**src/rtl/mem_arbiter_if.sv**
```systemverilog
// Bus bundle between the two requesters (MIPS data port, DMA), the arbiter and the
// single-port synchronous Memory.
interface mem_arbiter_if #(
    parameter int DATA_WIDTH = 32,
    parameter int ADDR_WIDTH = 30
);
    logic                  req0, req1;
    logic                  lock0, lock1;
    logic [ADDR_WIDTH-1:0] addr0, addr1;
    logic [3:0]            wbe0, wbe1;
    logic [DATA_WIDTH-1:0] wdata0, wdata1;
    logic                  gnt0, gnt1;
    logic                  ack0, ack1;
    logic [DATA_WIDTH-1:0] rdata;
    logic                  mem_ce;
    logic [ADDR_WIDTH-1:0] mem_address;
    logic [3:0]            mem_wbe;
    logic [DATA_WIDTH-1:0] mem_data_in;
    logic [DATA_WIDTH-1:0] mem_data_out;

    // Arbiter side.
    modport slave (
        input  req0, req1, lock0, lock1, addr0, addr1, wbe0, wbe1, wdata0, wdata1,
        input  mem_data_out,
        output gnt0, gnt1, ack0, ack1, rdata,
        output mem_ce, mem_address, mem_wbe, mem_data_in
    );

    // Requesters plus memory side.
    modport master (
        output req0, req1, lock0, lock1, addr0, addr1, wbe0, wbe1, wdata0, wdata1,
        output mem_data_out,
        input  gnt0, gnt1, ack0, ack1, rdata,
        input  mem_ce, mem_address, mem_wbe, mem_data_in
    );
endinterface

```
**src/rtl/mem_arbiter.sv**
```systemverilog
// Two-requester arbiter in front of a single-port synchronous Memory: tie-break against
// the last owner, MAX_HOLD fairness preemption unless locked, zero-bubble hand-over.
module mem_arbiter #(
    parameter int DATA_WIDTH = 32,
    parameter int ADDR_WIDTH = 30,
    parameter int MAX_HOLD   = 4
) (
    input  logic          clk,
    input  logic          rst,
    mem_arbiter_if.slave  bus
);
    localparam logic [1:0] ST_IDLE = 2'd0;
    localparam logic [1:0] ST_OWN0 = 2'd1;
    localparam logic [1:0] ST_OWN1 = 2'd2;
    localparam logic [7:0] HOLD_LAST = 8'(MAX_HOLD - 1);

    logic [1:0] state_q, state_d;
    logic [7:0] hold_q, hold_d;
    logic       last_q, last_d;
    logic       ack0_q, ack1_q;
    logic       issue0, issue1;

    assign issue0 = (state_q == ST_OWN0) && bus.req0;
    assign issue1 = (state_q == ST_OWN1) && bus.req1;

    // The owner's request drives Memory in the same cycle; everything idles at zero otherwise.
    always_comb begin
        bus.mem_ce      = 1'b0;
        bus.mem_address = '0;
        bus.mem_wbe     = 4'b0000;
        bus.mem_data_in = '0;
        if (issue0) begin
            bus.mem_ce      = 1'b1;
            bus.mem_address = bus.addr0;
            bus.mem_wbe     = bus.wbe0;
            bus.mem_data_in = bus.wdata0;
        end else if (issue1) begin
            bus.mem_ce      = 1'b1;
            bus.mem_address = bus.addr1;
            bus.mem_wbe     = bus.wbe1;
            bus.mem_data_in = bus.wdata1;
        end
    end

    always_comb begin
        state_d = state_q;
        case (state_q)
            ST_OWN0: begin
                if (!bus.req0)
                    state_d = bus.req1 ? ST_OWN1 : ST_IDLE;
                else if (!bus.lock0 && bus.req1 && hold_q == HOLD_LAST)
                    state_d = ST_OWN1;
            end
            ST_OWN1: begin
                if (!bus.req1)
                    state_d = bus.req0 ? ST_OWN0 : ST_IDLE;
                else if (!bus.lock1 && bus.req0 && hold_q == HOLD_LAST)
                    state_d = ST_OWN0;
            end
            default: begin
                if (bus.req0 && bus.req1)
                    state_d = last_q ? ST_OWN0 : ST_OWN1;
                else if (bus.req0)
                    state_d = ST_OWN0;
                else if (bus.req1)
                    state_d = ST_OWN1;
                else
                    state_d = ST_IDLE;
            end
        endcase
    end

    // Hold counter restarts with every ownership change and sticks at the preemption point.
    always_comb begin
        hold_d = hold_q;
        if (state_d != state_q)
            hold_d = 8'd0;
        else if ((issue0 || issue1) && hold_q != HOLD_LAST)
            hold_d = hold_q + 8'd1;

        last_d = last_q;
        if (state_d == ST_OWN0 && state_q != ST_OWN0)
            last_d = 1'b0;
        else if (state_d == ST_OWN1 && state_q != ST_OWN1)
            last_d = 1'b1;
    end

    always_ff @(posedge clk) begin
        if (rst) begin
            state_q <= ST_IDLE;
            hold_q  <= 8'd0;
            last_q  <= 1'b1;
            ack0_q  <= 1'b0;
            ack1_q  <= 1'b0;
        end else begin
            state_q <= state_d;
            hold_q  <= hold_d;
            last_q  <= last_d;
            ack0_q  <= issue0;
            ack1_q  <= issue1;
        end
    end

    assign bus.gnt0  = (state_q == ST_OWN0);
    assign bus.gnt1  = (state_q == ST_OWN1);
    assign bus.ack0  = ack0_q;
    assign bus.ack1  = ack1_q;
    assign bus.rdata = bus.mem_data_out;
endmodule

```
**src/flat_wrapper.sv**
```systemverilog
// flat-port wrapper written by rule: the top's interface ports become plain ports
module mem_arbiter_flat 
#(
    parameter int DATA_WIDTH = 32,
    parameter int ADDR_WIDTH = 30,
    parameter int MAX_HOLD   = 4
)
  (clk, rst, bus_req0, bus_req1, bus_lock0, bus_lock1, bus_addr0, bus_addr1, bus_wbe0, bus_wbe1, bus_wdata0, bus_wdata1, bus_mem_data_out, bus_gnt0, bus_gnt1, bus_ack0, bus_ack1, bus_rdata, bus_mem_ce, bus_mem_address, bus_mem_wbe, bus_mem_data_in);
  mem_arbiter_if #(.DATA_WIDTH(DATA_WIDTH), .ADDR_WIDTH(ADDR_WIDTH)) bus_i ();
  input  logic clk;
  input  logic rst;
  input wire logic [$bits(bus_i.req0)-1:0] bus_req0;
  input wire logic [$bits(bus_i.req1)-1:0] bus_req1;
  input wire logic [$bits(bus_i.lock0)-1:0] bus_lock0;
  input wire logic [$bits(bus_i.lock1)-1:0] bus_lock1;
  input wire logic [$bits(bus_i.addr0)-1:0] bus_addr0;
  input wire logic [$bits(bus_i.addr1)-1:0] bus_addr1;
  input wire logic [$bits(bus_i.wbe0)-1:0] bus_wbe0;
  input wire logic [$bits(bus_i.wbe1)-1:0] bus_wbe1;
  input wire logic [$bits(bus_i.wdata0)-1:0] bus_wdata0;
  input wire logic [$bits(bus_i.wdata1)-1:0] bus_wdata1;
  input wire logic [$bits(bus_i.mem_data_out)-1:0] bus_mem_data_out;
  output wire logic [$bits(bus_i.gnt0)-1:0] bus_gnt0;
  output wire logic [$bits(bus_i.gnt1)-1:0] bus_gnt1;
  output wire logic [$bits(bus_i.ack0)-1:0] bus_ack0;
  output wire logic [$bits(bus_i.ack1)-1:0] bus_ack1;
  output wire logic [$bits(bus_i.rdata)-1:0] bus_rdata;
  output wire logic [$bits(bus_i.mem_ce)-1:0] bus_mem_ce;
  output wire logic [$bits(bus_i.mem_address)-1:0] bus_mem_address;
  output wire logic [$bits(bus_i.mem_wbe)-1:0] bus_mem_wbe;
  output wire logic [$bits(bus_i.mem_data_in)-1:0] bus_mem_data_in;
  assign bus_i.req0 = bus_req0;
  assign bus_i.req1 = bus_req1;
  assign bus_i.lock0 = bus_lock0;
  assign bus_i.lock1 = bus_lock1;
  assign bus_i.addr0 = bus_addr0;
  assign bus_i.addr1 = bus_addr1;
  assign bus_i.wbe0 = bus_wbe0;
  assign bus_i.wbe1 = bus_wbe1;
  assign bus_i.wdata0 = bus_wdata0;
  assign bus_i.wdata1 = bus_wdata1;
  assign bus_i.mem_data_out = bus_mem_data_out;
  assign bus_gnt0 = bus_i.gnt0;
  assign bus_gnt1 = bus_i.gnt1;
  assign bus_ack0 = bus_i.ack0;
  assign bus_ack1 = bus_i.ack1;
  assign bus_rdata = bus_i.rdata;
  assign bus_mem_ce = bus_i.mem_ce;
  assign bus_mem_address = bus_i.mem_address;
  assign bus_mem_wbe = bus_i.mem_wbe;
  assign bus_mem_data_in = bus_i.mem_data_in;
  mem_arbiter #(.DATA_WIDTH(DATA_WIDTH), .ADDR_WIDTH(ADDR_WIDTH), .MAX_HOLD(MAX_HOLD)) u_core (.clk(clk), .rst(rst), .bus(bus_i));
endmodule
```
**config.mk**
```make
export PLATFORM = sky130hd
export DESIGN_NAME = mem_arbiter_flat
export DESIGN_NICKNAME = d
export VERILOG_FILES = /design/src/rtl/mem_arbiter_if.sv /design/src/rtl/mem_arbiter.sv /design/src/flat_wrapper.sv
export SDC_FILE = /design/constraint.sdc
export NUM_CORES = 1
export LEC_CHECK = 0
export BUFFER_PORTS_ARGS = -buffer_cell sky130_fd_sc_hd__buf_2
export CORE_AREA = 2 2 106 108
export DETAILED_ROUTE_END_ITERATION = 6
export DIE_AREA = 0 0 108 110
export PLACE_DENSITY = 0.58
export REMOVE_ABC_BUFFERS = 1
export SETUP_SLACK_MARGIN = 0.4
export SYNTH_ARGS = -nofsm -noshare
export SYNTH_HDL_FRONTEND = slang
export SYNTH_SLANG_ARGS = --single-unit
```
**constraint.sdc**
```tcl
create_clock -name clk -period 4.8 [get_ports clk]
set_clock_uncertainty 0.1 [all_clocks]
set_input_delay 0.96 -clock clk [delete_from_list [all_inputs] [get_ports clk]]
set_output_delay 0.96 -clock clk [all_outputs]
set_load 0.02 [all_outputs]
```
# --- Yosys cells after proc, flatten, opt, wreduce, memory -nomap -nowiden ---
# Cells that the tools add are included.
op_classes:
  addsub: 1
  eq_ne: 9
  n_mux: 20
  n_reduce_logical: 15
ops:
  columns: ["cell", "count"]
  rows:
  - ["32-bit two-way mux", 2]
  - ["30-bit two-way mux", 2]
  - ["2-bit two-way mux", 8]
  - ["1-bit logical AND", 10]
  - ["8-bit by 1-bit adder with 8-bit output (second input constant)", 1]
  - ["8-bit by 2-bit equality test with 1-bit output (second input constant)", 1]
  - ["4-bit two-way mux", 2]
  - ["8-bit by 2-bit != test with 1-bit output (second input constant)", 1]
  - ["1-bit two-way mux", 5]
  - ["2-bit by 1-bit equality test with 1-bit output (second input constant)", 2]
  - ["2-bit equality test (second input constant)", 2]
  - ["2-bit one-hot mux with 2 select lines", 1]
  - ["1-bit logical NOT", 2]
  - ["2-bit by 1-bit != test with 1-bit output (second input constant)", 1]
  - ["2-bit != test", 1]
  - ["2-bit != test (second input constant)", 1]
  - ["2-bit nonzero test", 1]
  - ["2-bit OR reduction", 1]
  - ["1-bit logical OR", 1]
totals:
  regBits: 13
  wordCells: 50

# --- Longest topological paths before layout ---
logic_depth:
  word_depth: 10
  ltp_mapped: 8
  mapped_depth_nobuf: 7

# --- Worst setup path before layout ---
# No wires, ideal clock.
synth_timing:
  path_type: "input-to-output"
  startpoint: "in bus_req0"
  endpoint: "out bus_mem_address[19]"
  arrival_ps: 2190
  t_required_ps: 3740
  path_slack_ps: 1550
  cell_stages: 6
  path_buffers: 3
  path_cell_list: "and2_0 clkbuf_1 nor2_1 clkbuf_1 buf_1 a22o_1"
synth_via:
  elab_chain_cells: 2
synth_rtl:
  columns: ["item", "line", "rtl"]
  rows:
  - ["start: declaration", "flat_wrapper.sv:12", "input wire logic [$bits(bus_i.req0)-1:0] bus_req0;"]
  - ["1-bit logical AND", "mem_arbiter.sv:23", "assign issue0 = (state_q == ST_OWN0) && bus.req0;"]
  - ["30-bit two-way mux", "mem_arbiter.sv:32", "if (issue0) begin"]
  - ["end: declaration", "flat_wrapper.sv:29", "output wire logic [$bits(bus_i.mem_address)-1:0] bus_mem_address;"]
# Every way passes these cells.

# --- Final worst setup path ---
layout_timing:
  startpoint: "in bus_req0"
  endpoint: "out bus_mem_data_in[3]"
layout_via:
  elab_chain_cells: 2
layout_rtl:
  columns: ["item", "line", "rtl"]
  rows:
  - ["1-bit logical AND", "mem_arbiter.sv:23", null]
  - ["32-bit two-way mux", "mem_arbiter.sv:32", null]
  - ["end: declaration", "flat_wrapper.sv:31", "output wire logic [$bits(bus_i.mem_data_in)-1:0] bus_mem_data_in;"]
# Every way passes these cells.

==> metrics <==
area of the placeable core=~11000 µm²; Placement Rows=38; detailed-router iteration count before antenna repair=4; post-synth cell types=36; detail-routed via count per cell=approximately 4.6; dominant cells by area after synthesis=a22o_1, dfxtp_1, buf_4; clock slew seen by the registers of the worst setup and hold paths=roughly 50 ps; number of buffers inserted by hold repair at cts=0; share of the core filled with cells=between 20% and 30%; critical path endpoint category=output port; top cell type by total area after synthesis=a22o_1; PortBufs=roughly 210; Synthesis Warnings=0; final period utilization=between 70 and 80%; Avg WL per Cell=17.9 µm; half-perimeter wire length after placement=7670 µm; vias in the first global route=just over 2000; I/O pin count=approximately 270; routed wire length=9210 µm; DIE AREA=roughly 12000 µm²; area fraction of the dominant cell type after synthesis=a little over a third; root cell of the clock tree=clkbuf_8; post-synthesis instance area=approximately 1700 µm²; PostCTS Resize Cnt=0; Crit path arrival time=2480 ps; total power per unit cell area=roughly 180 nW/µm²; antenna viol nets, final=0; total global routing track utilization=13.1%; Synth Flop Type=dfxtp_1; placed standard-cell area=2610 µm²; Non-Filler Instances=514; Layout area overhead=57.4%; filler cell count=about 1200; Nets=between 500 and 600; worst rel slew slack=a little over half; # clock sinks=13; worst hold path class=flop to flop; clock period minus worst slack=about 3500 ps; fmax=about 280 MHz; GR Overflow Total=0; total of endpoints with negative setup slack in the final report=0; outcome=finished, final reports clean; maximum count of clock buffers along a single path=2; post-CTS setup buffers=0; total CTS buffers=3; final-report hold violation count=0; maximum number of pins on one net before global-route repair=67; library cell with the highest instance count after synthesis=a22o_1; maximum level of the CTS H-tree=1; placed cell count=just over 500; last weighted congestion value of the routability-driven placer=just under 0.9; number of max-slew violations in the final report=0; slew at the pin with the worst max-slew slack=between 700 and 800 ps; post-synthesis register bit count=13; WS Path Type=input pin to output port; die height=110 µm; count of routing violations after the opening detailed-route iteration=between 150 and 200; required time of the critical path=roughly 3700 ps; clock insertion delay at the later pin of the skew report=between 200 and 250 ps; mean cell area of the mapped netlist=between 8 and 9 µm²; storage element area=260 µm²; post-synthesis async set-or-reset flop share=0%; top cells by instance count after synthesis=a22o_1, buf_4, clkbuf_1, dfxtp_1, nor3_1; clock tree from TritonCTS=done; number of antenna violations at the first check in global routing=0; multi-input logic area=about 1100 µm²; kind of launch point of the worst setup path=input pin; number of DRC violations after detailed routing=0; starting density of the core=15.8%; final standard cell area without fillers=around 2700 µm²; setup total negative slack=0 ps; largest fanout of any net on the critical path=66; wire length of the first global-routing pass=around 12000 µm; number of violations of the max-capacitance limit=0; n_diodes=0; DR vias=2343; register area share after synthesis=around 15%; count of mapped cells out of synthesis=210; worst IR drop on VDD=0.0000889 V; setup repair after global routing missed its margin=no; Die Wd=108 µm; proportion of layout cells with a drive suffix above 1=between 50% and 60%; count of flip-flops with a built-in enable after synthesis=0; leakage power total=between 0.001 and 0.0015 µW
cell usage in the layout, fill, tap and decap left out, types with 2 or more instances in the layout:
master     synthesis  layout
a2111oi_0          2       2
a21boi_0           2       2
a21oi_1            3       3
a22o_1            67      67
buf_2              1     208
buf_4             34       2
clkbuf_8           0       3
dfxtp_1           13      13
ha_1               3       3
inv_1              5       5
nand2_1            9       9
nand2b_1           2       2
nand4_1            3       3
nor2_1            10       9
nor3_1            12      12
nor4b_1            2       2
o21ai_0            2       2
or3_1              2       2
xnor2_1            5       5
xor2_1             3       3
area by class of cell:
cell class | instances | share of cell area (%)
multi-input combinational | 142 | 41.5
tap | 140 | 6.59
clock buffer | 4 | 1.70
timing repair buffer | 210 | 39.8
sequential | 13 | 9.80
inverter | 5 | 0.707
logic make-up after synthesis:
group / synth area share [%]
AO/OA/AOI/OAI: 42.4
buffers and inverters: 19.9
adder cells (fa/ha/maj): 2.22
flip-flops: 15.4
XOR/XNOR: 4.15
multiplexers: 0.593
AND/OR/NAND/NOR: 15.3
metrics by stage:
stage / setup WS, ps / power (µW) / hold slack (ps)
after floorplan: -1100 / 260 / 415
after global placement: 1170 / 378 / 448
after detailed placement: 1160 / 381 / 457
after CTS: 1160 / 477 / 465
after global routing: 1070 / 502 / 498
final: 1260 / 474 / 469
per-layer routing:
metal	track usage, %	share of wire [%]	vias up
met5	3.57	0	-
met4	1.28	0.098	0
met3	6.17	12	2
met2	18.4	45	142
met1	18.3	43	1092
li1	-	-	1107
final timing paths:
path,start,end,slack [ps],cells after the start
min,u_core.hold_q[1],u_core.hold_q[1],470,2
min reg2reg,u_core.hold_q[1],u_core.hold_q[1],470,2
max,bus_req0,bus_mem_data_in[3],1260,6
max reg2reg,u_core.state_q[0],u_core.hold_q[6],2240,7
critical path, stage by stage:
cell and delay (ps):
buf_2 170, and2_2 210, nor2_4 90, buf_4 520, a22o_1 300, buf_2 200
flip-flops by register name, summed over array words and instances (netlist names):
| name | count |
|---|---|
| u_core.hold_q | 8 |
| u_core.state_q | 2 |
| u_core.bus.ack0 | 1 |
| u_core.bus.ack1 | 1 |
| u_core.last_q | 1 |
where the power goes:
part | switching (µW) | total [µW] | internal (µW)
Combinational | 148 | 259 | 111
Sequential | 6.41 | 119 | 113
Clock | 37.6 | 96.1 | 58.5
Total | 192 | 474 | 282
No activity file was read; power rests on OpenSTA's default activity.
